==> config.mk <==
export PLATFORM = sky130hd
export DESIGN_NAME = mem_port_arbiter_flat
export DESIGN_NICKNAME = d
export VERILOG_FILES = /design/src/rtl/mem_port_arbiter_if.sv /design/src/rtl/mem_port_arbiter.sv /design/src/flat_wrapper.sv
export SDC_FILE = /design/constraint.sdc
export NUM_CORES = 1
export LEC_CHECK = 0
export CELL_PAD_IN_SITES_DETAIL_PLACEMENT = 0
export CELL_PAD_IN_SITES_GLOBAL_PLACEMENT = 1
export CORE_AREA = 2 2 288 290
export CTS_CLUSTER_DIAMETER = 200
export CTS_CLUSTER_SIZE = 14
export DETAILED_ROUTE_END_ITERATION = 16
export DIE_AREA = 0 0 290 292
export GPL_TIMING_DRIVEN = 0
export PLACE_DENSITY = 0.62
export SETUP_SLACK_MARGIN = 0.05
export SYNTH_ARGS = -nofsm -noshare
export SYNTH_HDL_FRONTEND = slang
export SYNTH_SLANG_ARGS = --single-unit
==> constraint.sdc <==
create_clock -name clk -period 24.2 [get_ports clk]
set_clock_uncertainty 0.15 [all_clocks]
set_input_delay 2.42 -clock clk [delete_from_list [all_inputs] [get_ports clk]]
set_output_delay 2.42 -clock clk [all_outputs]
set_load 0.01 [all_outputs]
==> src/rtl/mem_port_arbiter_if.sv <==
// mem_port_arbiter_if: icache, dcache and main-memory signals of the shared block port.
interface mem_port_arbiter_if #(
    parameter int ADDR_W = 32,
    parameter int LINE_W = 128
);
    logic              i_req;
    logic [ADDR_W-1:0] i_addr;
    logic [LINE_W-1:0] i_rdata;
    logic              i_done;
    logic              i_err;
    logic              d_req;
    logic              d_we;
    logic [ADDR_W-1:0] d_addr;
    logic [LINE_W-1:0] d_wdata;
    logic [LINE_W-1:0] d_rdata;
    logic              d_done;
    logic              d_err;
    logic              mem_req;
    logic              mem_we;
    logic [ADDR_W-1:0] mem_addr;
    logic [LINE_W-1:0] mem_wdata;
    logic [LINE_W-1:0] mem_rdata;
    logic              mem_ready;
    modport master (
        output i_req, i_addr, d_req, d_we, d_addr, d_wdata, mem_rdata, mem_ready,
        input  i_rdata, i_done, i_err, d_rdata, d_done, d_err, mem_req, mem_we, mem_addr, mem_wdata
    );
    modport slave (
        input  i_req, i_addr, d_req, d_we, d_addr, d_wdata, mem_rdata, mem_ready,
        output i_rdata, i_done, i_err, d_rdata, d_done, d_err, mem_req, mem_we, mem_addr, mem_wdata
    );
endinterface

==> src/rtl/mem_port_arbiter.sv <==
// mem_port_arbiter: round-robin sharing of one memory block port between icache and dcache,
// with registered outputs and a timeout abort for a memory that never answers.
module mem_port_arbiter #(
    parameter int ADDR_W  = 32,
    parameter int LINE_W  = 128,
    parameter int TIMEOUT = 255
) (
    input logic clk,
    input logic reset,
    mem_port_arbiter_if.slave bus
);
    typedef enum logic [1:0] {IDLE, BUSY, RELEASE} state_t;
    localparam logic [ADDR_W-1:0] LOW_MASK = ADDR_W'(15);
    state_t            state_q, state_d;
    logic              owner_q, owner_d;
    logic              last_q, last_d;
    logic [15:0]       cnt_q, cnt_d;
    logic              mem_req_q, mem_req_d;
    logic              mem_we_q, mem_we_d;
    logic [ADDR_W-1:0] mem_addr_q, mem_addr_d;
    logic [LINE_W-1:0] mem_wdata_q, mem_wdata_d;
    logic [LINE_W-1:0] i_rdata_q, i_rdata_d;
    logic [LINE_W-1:0] d_rdata_q, d_rdata_d;
    logic              i_done_q, i_done_d, d_done_q, d_done_d;
    logic              i_err_q, i_err_d, d_err_q, d_err_d;
    logic              any_req, pick_d, expired, grant, finish;
    // owner/last_grant encoding: 1 = dcache, 0 = icache
    assign any_req = bus.i_req | bus.d_req;
    assign pick_d  = bus.d_req & (~bus.i_req | ~last_q);
    assign expired = cnt_q == 16'(TIMEOUT - 1);
    assign grant   = state_q == IDLE && any_req;
    assign finish  = state_q == BUSY && (bus.mem_ready || expired);
    always_ff @(posedge clk or posedge reset) begin
        if (reset) begin
            state_q     <= IDLE;
            owner_q     <= 1'b0;
            last_q      <= 1'b1;
            cnt_q       <= '0;
            mem_req_q   <= 1'b0;
            mem_we_q    <= 1'b0;
            mem_addr_q  <= '0;
            mem_wdata_q <= '0;
            i_rdata_q   <= '0;
            d_rdata_q   <= '0;
            i_done_q    <= 1'b0;
            d_done_q    <= 1'b0;
            i_err_q     <= 1'b0;
            d_err_q     <= 1'b0;
        end else begin
            state_q     <= state_d;
            owner_q     <= owner_d;
            last_q      <= last_d;
            cnt_q       <= cnt_d;
            mem_req_q   <= mem_req_d;
            mem_we_q    <= mem_we_d;
            mem_addr_q  <= mem_addr_d;
            mem_wdata_q <= mem_wdata_d;
            i_rdata_q   <= i_rdata_d;
            d_rdata_q   <= d_rdata_d;
            i_done_q    <= i_done_d;
            d_done_q    <= d_done_d;
            i_err_q     <= i_err_d;
            d_err_q     <= d_err_d;
        end
    end
    always_comb begin
        state_d = state_q == IDLE ? (any_req ? BUSY : IDLE)
                : state_q == BUSY ? (finish ? RELEASE : BUSY)
                : IDLE;
    end
    // mem_ready wins over a coinciding timeout, so err only flags a completion without ready
    always_comb begin
        owner_d     = grant ? pick_d : owner_q;
        last_d      = finish ? owner_q : last_q;
        cnt_d       = grant ? '0 : state_q == BUSY ? cnt_q + 16'd1 : cnt_q;
        mem_req_d   = grant ? 1'b1 : finish ? 1'b0 : mem_req_q;
        mem_we_d    = grant ? pick_d & bus.d_we : finish ? 1'b0 : mem_we_q;
        mem_addr_d  = grant ? (pick_d ? bus.d_addr : bus.i_addr) & ~LOW_MASK : mem_addr_q;
        mem_wdata_d = grant ? (pick_d && bus.d_we ? bus.d_wdata : '0) : mem_wdata_q;
        i_done_d    = finish & ~owner_q;
        d_done_d    = finish & owner_q;
        i_err_d     = i_done_d & ~bus.mem_ready;
        d_err_d     = d_done_d & ~bus.mem_ready;
        i_rdata_d   = finish && bus.mem_ready && !mem_we_q && !owner_q ? bus.mem_rdata : i_rdata_q;
        d_rdata_d   = finish && bus.mem_ready && !mem_we_q && owner_q ? bus.mem_rdata : d_rdata_q;
    end
    assign bus.mem_req   = mem_req_q;
    assign bus.mem_we    = mem_we_q;
    assign bus.mem_addr  = mem_addr_q;
    assign bus.mem_wdata = mem_wdata_q;
    assign bus.i_rdata   = i_rdata_q;
    assign bus.d_rdata   = d_rdata_q;
    assign bus.i_done    = i_done_q;
    assign bus.d_done    = d_done_q;
    assign bus.i_err     = i_err_q;
    assign bus.d_err     = d_err_q;
endmodule

==> src/flat_wrapper.sv <==
// flat-port wrapper written by rule: the top's interface ports become plain ports
module mem_port_arbiter_flat 
#(
    parameter int ADDR_W  = 32,
    parameter int LINE_W  = 128,
    parameter int TIMEOUT = 255
)
  (clk, reset, bus_i_req, bus_i_addr, bus_d_req, bus_d_we, bus_d_addr, bus_d_wdata, bus_mem_rdata, bus_mem_ready, bus_i_rdata, bus_i_done, bus_i_err, bus_d_rdata, bus_d_done, bus_d_err, bus_mem_req, bus_mem_we, bus_mem_addr, bus_mem_wdata);
  mem_port_arbiter_if #(.ADDR_W(ADDR_W), .LINE_W(LINE_W)) bus_i ();
  input logic clk;
  input logic reset;
  input wire logic [$bits(bus_i.i_req)-1:0] bus_i_req;
  input wire logic [$bits(bus_i.i_addr)-1:0] bus_i_addr;
  input wire logic [$bits(bus_i.d_req)-1:0] bus_d_req;
  input wire logic [$bits(bus_i.d_we)-1:0] bus_d_we;
  input wire logic [$bits(bus_i.d_addr)-1:0] bus_d_addr;
  input wire logic [$bits(bus_i.d_wdata)-1:0] bus_d_wdata;
  input wire logic [$bits(bus_i.mem_rdata)-1:0] bus_mem_rdata;
  input wire logic [$bits(bus_i.mem_ready)-1:0] bus_mem_ready;
  output wire logic [$bits(bus_i.i_rdata)-1:0] bus_i_rdata;
  output wire logic [$bits(bus_i.i_done)-1:0] bus_i_done;
  output wire logic [$bits(bus_i.i_err)-1:0] bus_i_err;
  output wire logic [$bits(bus_i.d_rdata)-1:0] bus_d_rdata;
  output wire logic [$bits(bus_i.d_done)-1:0] bus_d_done;
  output wire logic [$bits(bus_i.d_err)-1:0] bus_d_err;
  output wire logic [$bits(bus_i.mem_req)-1:0] bus_mem_req;
  output wire logic [$bits(bus_i.mem_we)-1:0] bus_mem_we;
  output wire logic [$bits(bus_i.mem_addr)-1:0] bus_mem_addr;
  output wire logic [$bits(bus_i.mem_wdata)-1:0] bus_mem_wdata;
  assign bus_i.i_req = bus_i_req;
  assign bus_i.i_addr = bus_i_addr;
  assign bus_i.d_req = bus_d_req;
  assign bus_i.d_we = bus_d_we;
  assign bus_i.d_addr = bus_d_addr;
  assign bus_i.d_wdata = bus_d_wdata;
  assign bus_i.mem_rdata = bus_mem_rdata;
  assign bus_i.mem_ready = bus_mem_ready;
  assign bus_i_rdata = bus_i.i_rdata;
  assign bus_i_done = bus_i.i_done;
  assign bus_i_err = bus_i.i_err;
  assign bus_d_rdata = bus_i.d_rdata;
  assign bus_d_done = bus_i.d_done;
  assign bus_d_err = bus_i.d_err;
  assign bus_mem_req = bus_i.mem_req;
  assign bus_mem_we = bus_i.mem_we;
  assign bus_mem_addr = bus_i.mem_addr;
  assign bus_mem_wdata = bus_i.mem_wdata;
  mem_port_arbiter #(.ADDR_W(ADDR_W), .LINE_W(LINE_W), .TIMEOUT(TIMEOUT)) u_core (.clk(clk), .reset(reset), .bus(bus_i));
endmodule
==> results of run 1 <==
==> state kept, by name (all words and copies together), names as in the netlist, 2 cells and up <==
signal / count
u_core.bus.d_rdata: 128
u_core.bus.i_rdata: 128
u_core.bus.mem_addr: 28
u_core.bus.mem_wdata: 128
u_core.cnt_q: 16
u_core.state_q: 2
==> routing by layer <==
layer  share of wire  routed length, µm  vias to the layer above  global-route usage
li1                -                  -                     5380                   -
met1            0.38              23000                     6032              0.1533
met2            0.50              30290                      514              0.2455
met3           0.084               5093                       79             0.04955
met4           0.032               1910                        0             0.04675
met5               0                  0                        -                   0
==> layout by cell type, fill, tap and decap left out, types with 3 or more instances in the layout <==
cell	instances
nand4_1	3
mux2_1	120
clkbuf_16	39
mux2i_1	39
clkdlybuf4s50_1	735
nor2_1	4
mux2_2	17
diode_2	5
a22o_1	128
clkbuf_1	15
o21ai_0	35
buf_2	22
conb_1	4
nand3_1	4
buf_12	13
dfrtp_1	437
mux2_4	120
buf_16	3
buf_4	9
nand2_1	48
buf_1	7
buf_6	11
nor3_1	3
==> final timing paths <==
kind | endpoint | slack [ns] | depth (start not counted)
hold reg to reg | u_core.bus.mem_addr[27] | 0.33 | 2
setup / recovery | bus_mem_we | 19.99 | 1
hold / removal | u_core.bus.mem_addr[27] | 0.33 | 2
min in group asynchronous | u_core.bus.d_rdata[63] | 2.22 | 2
max in group asynchronous | u_core.bus.i_rdata[50] | 20.08 | 4
setup reg to reg | u_core.bus.d_rdata[15] | 21.94 | 5
==> power groups by stage <==
stage          Combinational [mW]  Clock [mW]  Sequential [mW]
3_5_place_dp                 1.54           0             1.23
4_1_cts                      1.54       0.595             1.23
5_1_grt                      1.60       0.622             1.27
6_report                     1.51       0.564             1.23
3_3_place_gp                 1.53           0             1.23
2_1_floorplan               0.511           0             1.36
==> layout make-up <==
type                            instances  area share
Sequential cell                       438      0.4066
Clock inverter                          2   0.0007425
Buffer                                 72     0.02320
Clock buffer                           44     0.03689
Timing Repair Buffer                  738      0.2759
Tap cell                             1070     0.04965
Antenna cell                            5   0.0004641
Inverter                                3   0.0006961
Multi-Input combinational cell        553      0.2059
==> cells by family after synthesis <==
group	synth area share
other	0.0002188
multiplexers	0.2179
buffers and inverters	0.03716
AO/OA/AOI/OAI	0.08016
flip-flops	0.6396
adder cells (fa/ha/maj)	0.001460
AND/OR/NAND/NOR	0.02344
==> per-stage QoR <==
step	hold WS, ns	worst slack, ns	instance area, µm²	std cells
floorplan	0.2963	9.430	17150	1066
global placement	0.3120	3.953	25840	2871
detailed placement	0.3201	19.39	25930	2874
CTS	0.3359	19.92	26950	2920
global route	0.3527	19.81	26960	2925
finish	0.3282	19.99	26960	2925
==> out/results.txt, run 1 <==
Antenna viol nets, final = 0
Sequential power share = 0.371
P_int = 2.240 mW
CP bufs+invs = 1
Largest stage delay, worst path = 0.63 ns
Register bit total from synthesis = 438
Clock share of power = 0.171
Final nets = 2,171
RSZ-0062 raised after global routing = false
Sw Share = 0.3227
GP Congestion = 0.8144
CP Cell Sequence = clkdlybuf4s50_1
Count leader, synth = dfrtp_1
Routed vias/inst = 4.104
CTS tree = yes
Max stage delay cell, worst path = clkdlybuf4s50_1
Leakage = 11.55 nW
Max-cap violations = 0
Vias in the first global route = 13,270
# setup viols final = 0
CTS max path bufs = 3
Drc violations = 0
Min-delay worst type = flip-flop to flip-flop
Cts repair resizes = 0
Synth cell types = 42
DRT iter0 DRCs = 350
Die X = 290 µm
Sequential area share after synthesis = 0.6396
Number of iterations in the first detailed-routing pass = 4
Commonest cells in the netlist = dfrtp_1 (437), a22o_1 (128), mux2_1 (120), mux2_4 (120), nand2_1 (48)
Comb power frac = 0.458
Initial antenna violation count = 6
Cell Area, Synth = 0.01714 mm²
Crit-path max FO = 4
Clk Latency, worst-skew pair = 0.56 ns
Number of enable flip-flop cells after synthesis = 0
Syn Inst Count = 1,063
Setup tns final = 0 ns
First-pass GRT wire length = 89,600 µm
Top cells by area, synth = dfrtp_1 (64%), mux2_4 (11%), mux2_1 (7.9%)
CTS Buf Count = 37
Maximum VDD drop = 0.00004238 V
Grt ovf = 0
Synth Area per Inst = 16.12 µm²
Critical R2R Launch = u_core.state_q[0]
Leading area contributor after synthesis = dfrtp_1
Critical path launch point = u_core.bus.mem_we
Die area = 0.08468 mm²
Clk slew on worst S/H paths = 0.07 ns
Share of post-route cells with drive strength above 1 = 0.1324
Fmax = 0.2373 GHz
CP Data Required Time = 21.63 ns
Setup crit end kind = primary output
Sw power = 1.067 mW
Measured slew at the worst slew-check pin = 0.7696 ns
Root Buffer = clkbuf_16
Via count = 12,010
CTS sink cnt = 438
Final Hold Vio Count = 0
Postcts setup bufs = 0
Top_reg_cell synth = dfrtp_1
Crit path launch type = flip-flop
Largest delay share family, worst path = buffers and inverters
Synth warn = 0
Pin count of the biggest net entering global routing = 127
Critical Path AT = 1.64 ns
Kind of critical path = flip-flop to primary output
Area Overhead vs Synth = 57.33%
Multi-input combinational cell area = 0.005550 mm²
Starting Density = 0.2101
Register Area = 0.01096 mm²
Min-Delay Startpoint = u_core.bus.mem_addr[27]
Async S/R FF share, synth = 1.000
Row Count = 105
Rel. slew slack = 0.4869
Pwr per Cell Area = 122.6 mW/mm²
Total power = 3.306 mW
Core Area = 0.08158 mm²
Final Routed Wirelength = 60,300 µm
Fill cell total of the finished layout = 7,994
Post-layout util = 0.3305
H-tree Lvls = 2
Total GRT Usage = 0.1385
Status = complete, no violations
Number of port buffers = 735
Final worst path period need = 4.214 ns
Detailed Place HPWL = 46,340 µm
Tcrit/Tclk final = 0.1741
I/O pin count = 748
Die height = 292 µm
Post-CTS Hold Buffers = 0
Synth top area share = 0.6381
DR WL/cell = 20.62 µm
Max-slew violations = 0
No activity file was read; power rests on OpenSTA's default activity.
==> run 2: changes to the inputs <==
--- a/config.mk
+++ b/config.mk
@@ -7,13 +7,13 @@
 export LEC_CHECK = 0
 export CELL_PAD_IN_SITES_DETAIL_PLACEMENT = 0
 export CELL_PAD_IN_SITES_GLOBAL_PLACEMENT = 1
-export CORE_AREA = 2 2 288 290
+export CORE_AREA = 2 2 289 291
 export CTS_CLUSTER_DIAMETER = 200
 export CTS_CLUSTER_SIZE = 14
 export DETAILED_ROUTE_END_ITERATION = 16
-export DIE_AREA = 0 0 290 292
+export DIE_AREA = 0 0 291 293
 export GPL_TIMING_DRIVEN = 0
-export PLACE_DENSITY = 0.62
+export PLACE_DENSITY = 0.64
 export SETUP_SLACK_MARGIN = 0.05
 export SYNTH_ARGS = -nofsm -noshare
 export SYNTH_HDL_FRONTEND = slang
==> constraint.sdc (replaced) <==
create_clock -name clk -period 3.5 [get_ports clk]
set_clock_uncertainty 0.15 [all_clocks]
set_input_delay 0.35 -clock clk [delete_from_list [all_inputs] [get_ports clk]]
set_output_delay 0.35 -clock clk [all_outputs]
set_load 0.01 [all_outputs]
==> out/results.txt, run 2 (synthesized netlist as in run 1, its figures left out) <==
Leakage = 11.60 nW (was 11.55 nW)
Root Buffer = clkbuf_16 (unchanged)
CP Cell Sequence = dlygate4sd3_1 > clkdlybuf4s50_1 > clkinvlp_4 > buf_12 > buf_12 > buf_12 > buf_12 > buf_12 > buf_12 (was clkdlybuf4s50_1)
Total GRT Usage = 0.1391 (was 0.1385)
Min-delay worst type = primary input to flip-flop (was flip-flop to flip-flop)
Measured slew at the worst slew-check pin = 0.6452 ns (was 0.7696 ns)
Pin count of the biggest net entering global routing = 42 (was 127)
Via count = 11,960 (was 12,010)
Number of port buffers = 735 (unchanged)
# setup viols final = 0 (unchanged)
Detailed Place HPWL = 47,890 µm (was 46,340 µm)
Post-layout util = 0.3309 (was 0.3305)
Initial antenna violation count = 4 (was 6)
Kind of critical path = primary input to async pin (was flip-flop to primary output)
CP Data Required Time = 4.03 ns (was 21.63 ns)
Clk slew on worst S/H paths = 0.07 ns (about the same)
Final instance area = 0.02708 mm² (was 0.02696 mm²)
Share of post-route cells with drive strength above 1 = 0.1361 (was 0.1324)
Fmax = 0.3677 GHz
DRT iter0 DRCs = 408 (was 350)
CP bufs+invs = 9 (was 1)
Post-Place Worst Slack = 0.6835 ns (was 19.39 ns)
Cts repair resizes = 0 (unchanged)
I/O pin count = 748 (unchanged)
Placed Cells incl. Taps = 2,883 (was 2,874)
Row Count = 105 (unchanged)
Largest stage delay, worst path = 0.54 ns (was 0.63 ns)
Starting Density = 0.2094 (was 0.2101)
DP Area = 0.02609 mm² (was 0.02593 mm²)
H-tree Lvls = 2 (unchanged)
Number of iterations in the first detailed-routing pass = 4 (unchanged)
RSZ-0062 raised after global routing = false (unchanged)
Rel. slew slack = 0.5699 (was 0.4869)
Drc violations = 0 (unchanged)
CTS tree = yes (unchanged)
Clk Latency, worst-skew pair = 0.55 ns (was 0.56 ns)
Post-CTS Hold Buffers = 1 (was 0)
Pwr per Cell Area = 843.7 mW/mm² (was 122.6 mW/mm²)
Status = complete, no violations (unchanged)
CTS max path bufs = 3 (unchanged)
Final nets = 2,181 (was 2,171)
Max-cap violations = 0 (unchanged)
Max-slew violations = 0 (unchanged)
Core Area = 0.08185 mm² (was 0.08158 mm²)
Crit path launch type = primary input (was flip-flop)
Critical path launch point = reset (was u_core.bus.mem_we)
Vias in the first global route = 13,410 (was 13,270)
Area Overhead vs Synth = 58.01% (was 57.33%)
DR WL/cell = 20.81 µm (was 20.62 µm)
Most frequent cells in the layout = clkdlybuf4s50_1 (735), dfrtp_1 (437), a22o_1 (128) (unchanged)
First-pass GRT wire length = 89,820 µm (was 89,600 µm)
Final worst path period need = 2.720 ns
Critical R2R Launch = u_core.state_q[1] (was u_core.state_q[0])
CTS sink cnt = 438 (unchanged)
CP most frequent cell = buf_12
Tcrit/Tclk final = 0.7771
Die height = 293 µm (was 292 µm)
Setup ws final = 0.7803 ns (was 19.99 ns)
Maximum VDD drop = 0.0002951 V (was 0.00004238 V)
Min-Delay Startpoint = bus_d_wdata[25] (was u_core.bus.mem_addr[27])
Setup tns final = 0 ns (unchanged)
CTS Buf Count = 37 (unchanged)
Grt ovf = 0 (unchanged)
Crit-path max FO = 41 (was 4)
Die area = 0.08526 mm² (was 0.08468 mm²)
Max stage delay cell, worst path = dlygate4sd3_1 (was clkdlybuf4s50_1)
Antenna viol nets, final = 0 (unchanged)
GP Congestion = 0.8448 (was 0.8144)
Final Routed Wirelength = 61,000 µm (was 60,300 µm)
Commonest non-fill, non-tap cell in the layout = clkdlybuf4s50_1 (unchanged)
Routed vias/inst = 4.078 (was 4.104)
Setup crit end kind = async pin (was primary output)
Postcts setup bufs = 0 (unchanged)
Final Hold Vio Count = 0 (unchanged)
Critical Path AT = 3.25 ns (was 1.64 ns)
Non-filler instance count after layout = 2,932 (was 2,925)
Die X = 291 µm (was 290 µm)
Largest delay share family, worst path = buffers and inverters (unchanged)
[run 2: changes by cell type in the layout (fill, tap and decap cells not counted), sizes merged]
cell,before,now
clkinvlp,0,1
buf,65,74
dlygate4sd3,0,1
clkbuf,54,52
diode,5,3
[run 2: routing by layer]
metal | vias to the layer above | share of wire | track usage
met3 | 90 | 0.077 | 0.04546
met1 | 5967 | 0.38 | 0.1543
met4 | 2 | 0.036 | 0.05131
met5 | - | 0.00021 | 0
li1 | 5404 | - | -
met2 | 494 | 0.51 | 0.2476
[run 2: worst paths after layout]
| path | slack [ns] | endpoint | depth (start not counted) |
|---|---|---|---|
| worst max-delay path | 0.78 | u_core.last_q | 9 |
| worst min-delay path | 0.23 | u_core.bus.mem_wdata[25] | 2 |
| worst max register to register | 1.24 | u_core.bus.d_rdata[13] | 5 |
| worst min register to register | 0.33 | u_core.bus.mem_addr[9] | 2 |
| max in group clk | 1.24 | u_core.bus.d_rdata[13] | 5 |
| min in group asynchronous | 0.53 | u_core.bus.i_rdata[13] | 3 |
[run 2: worst register-to-register path, delay by kind of cell (launching register included)]
kind / cells / cell delay, ns
and+or+nand+nor: 2 / 0.60
muxes: 1 / 0.33
buffers and inverters: 2 / 0.63
DFF: 1 / 0.43
[run 2: where the power goes]
group          switching [mW]  leakage, nW  internal (mW)  total, mW
registers                1.30         5.48           7.23       8.53
logic                    4.24         5.64           6.27       10.5
clock network            1.90        0.477           1.91       3.81
[run 2: cell type report]
| class | count | area, µm² |
|---|---|---|
| diodes | 3 | 7.507 |
| plain buffers | 72 | 625.6 |
| clock buffers | 42 | 944.7 |
| clock inverters | 3 | 28.78 |
| fillers | 8068 | 54770 |
| inverters | 3 | 15.01 |
| multi-input cells | 553 | 5550 |
| flip-flops and latches | 438 | 10960 |
| well taps | 1070 | 1339 |
| repair buffers | 748 | 7607 |
[run 2: stage by stage]
step                      hold WS (ns)  total power, mW
final                           0.2323            22.85
after global routing            0.2097            24.10
after CTS                       0.1854            23.27
after detailed placement        0.3212            19.26
after global placement          0.3125            19.12
after floorplan                 0.2698            12.94
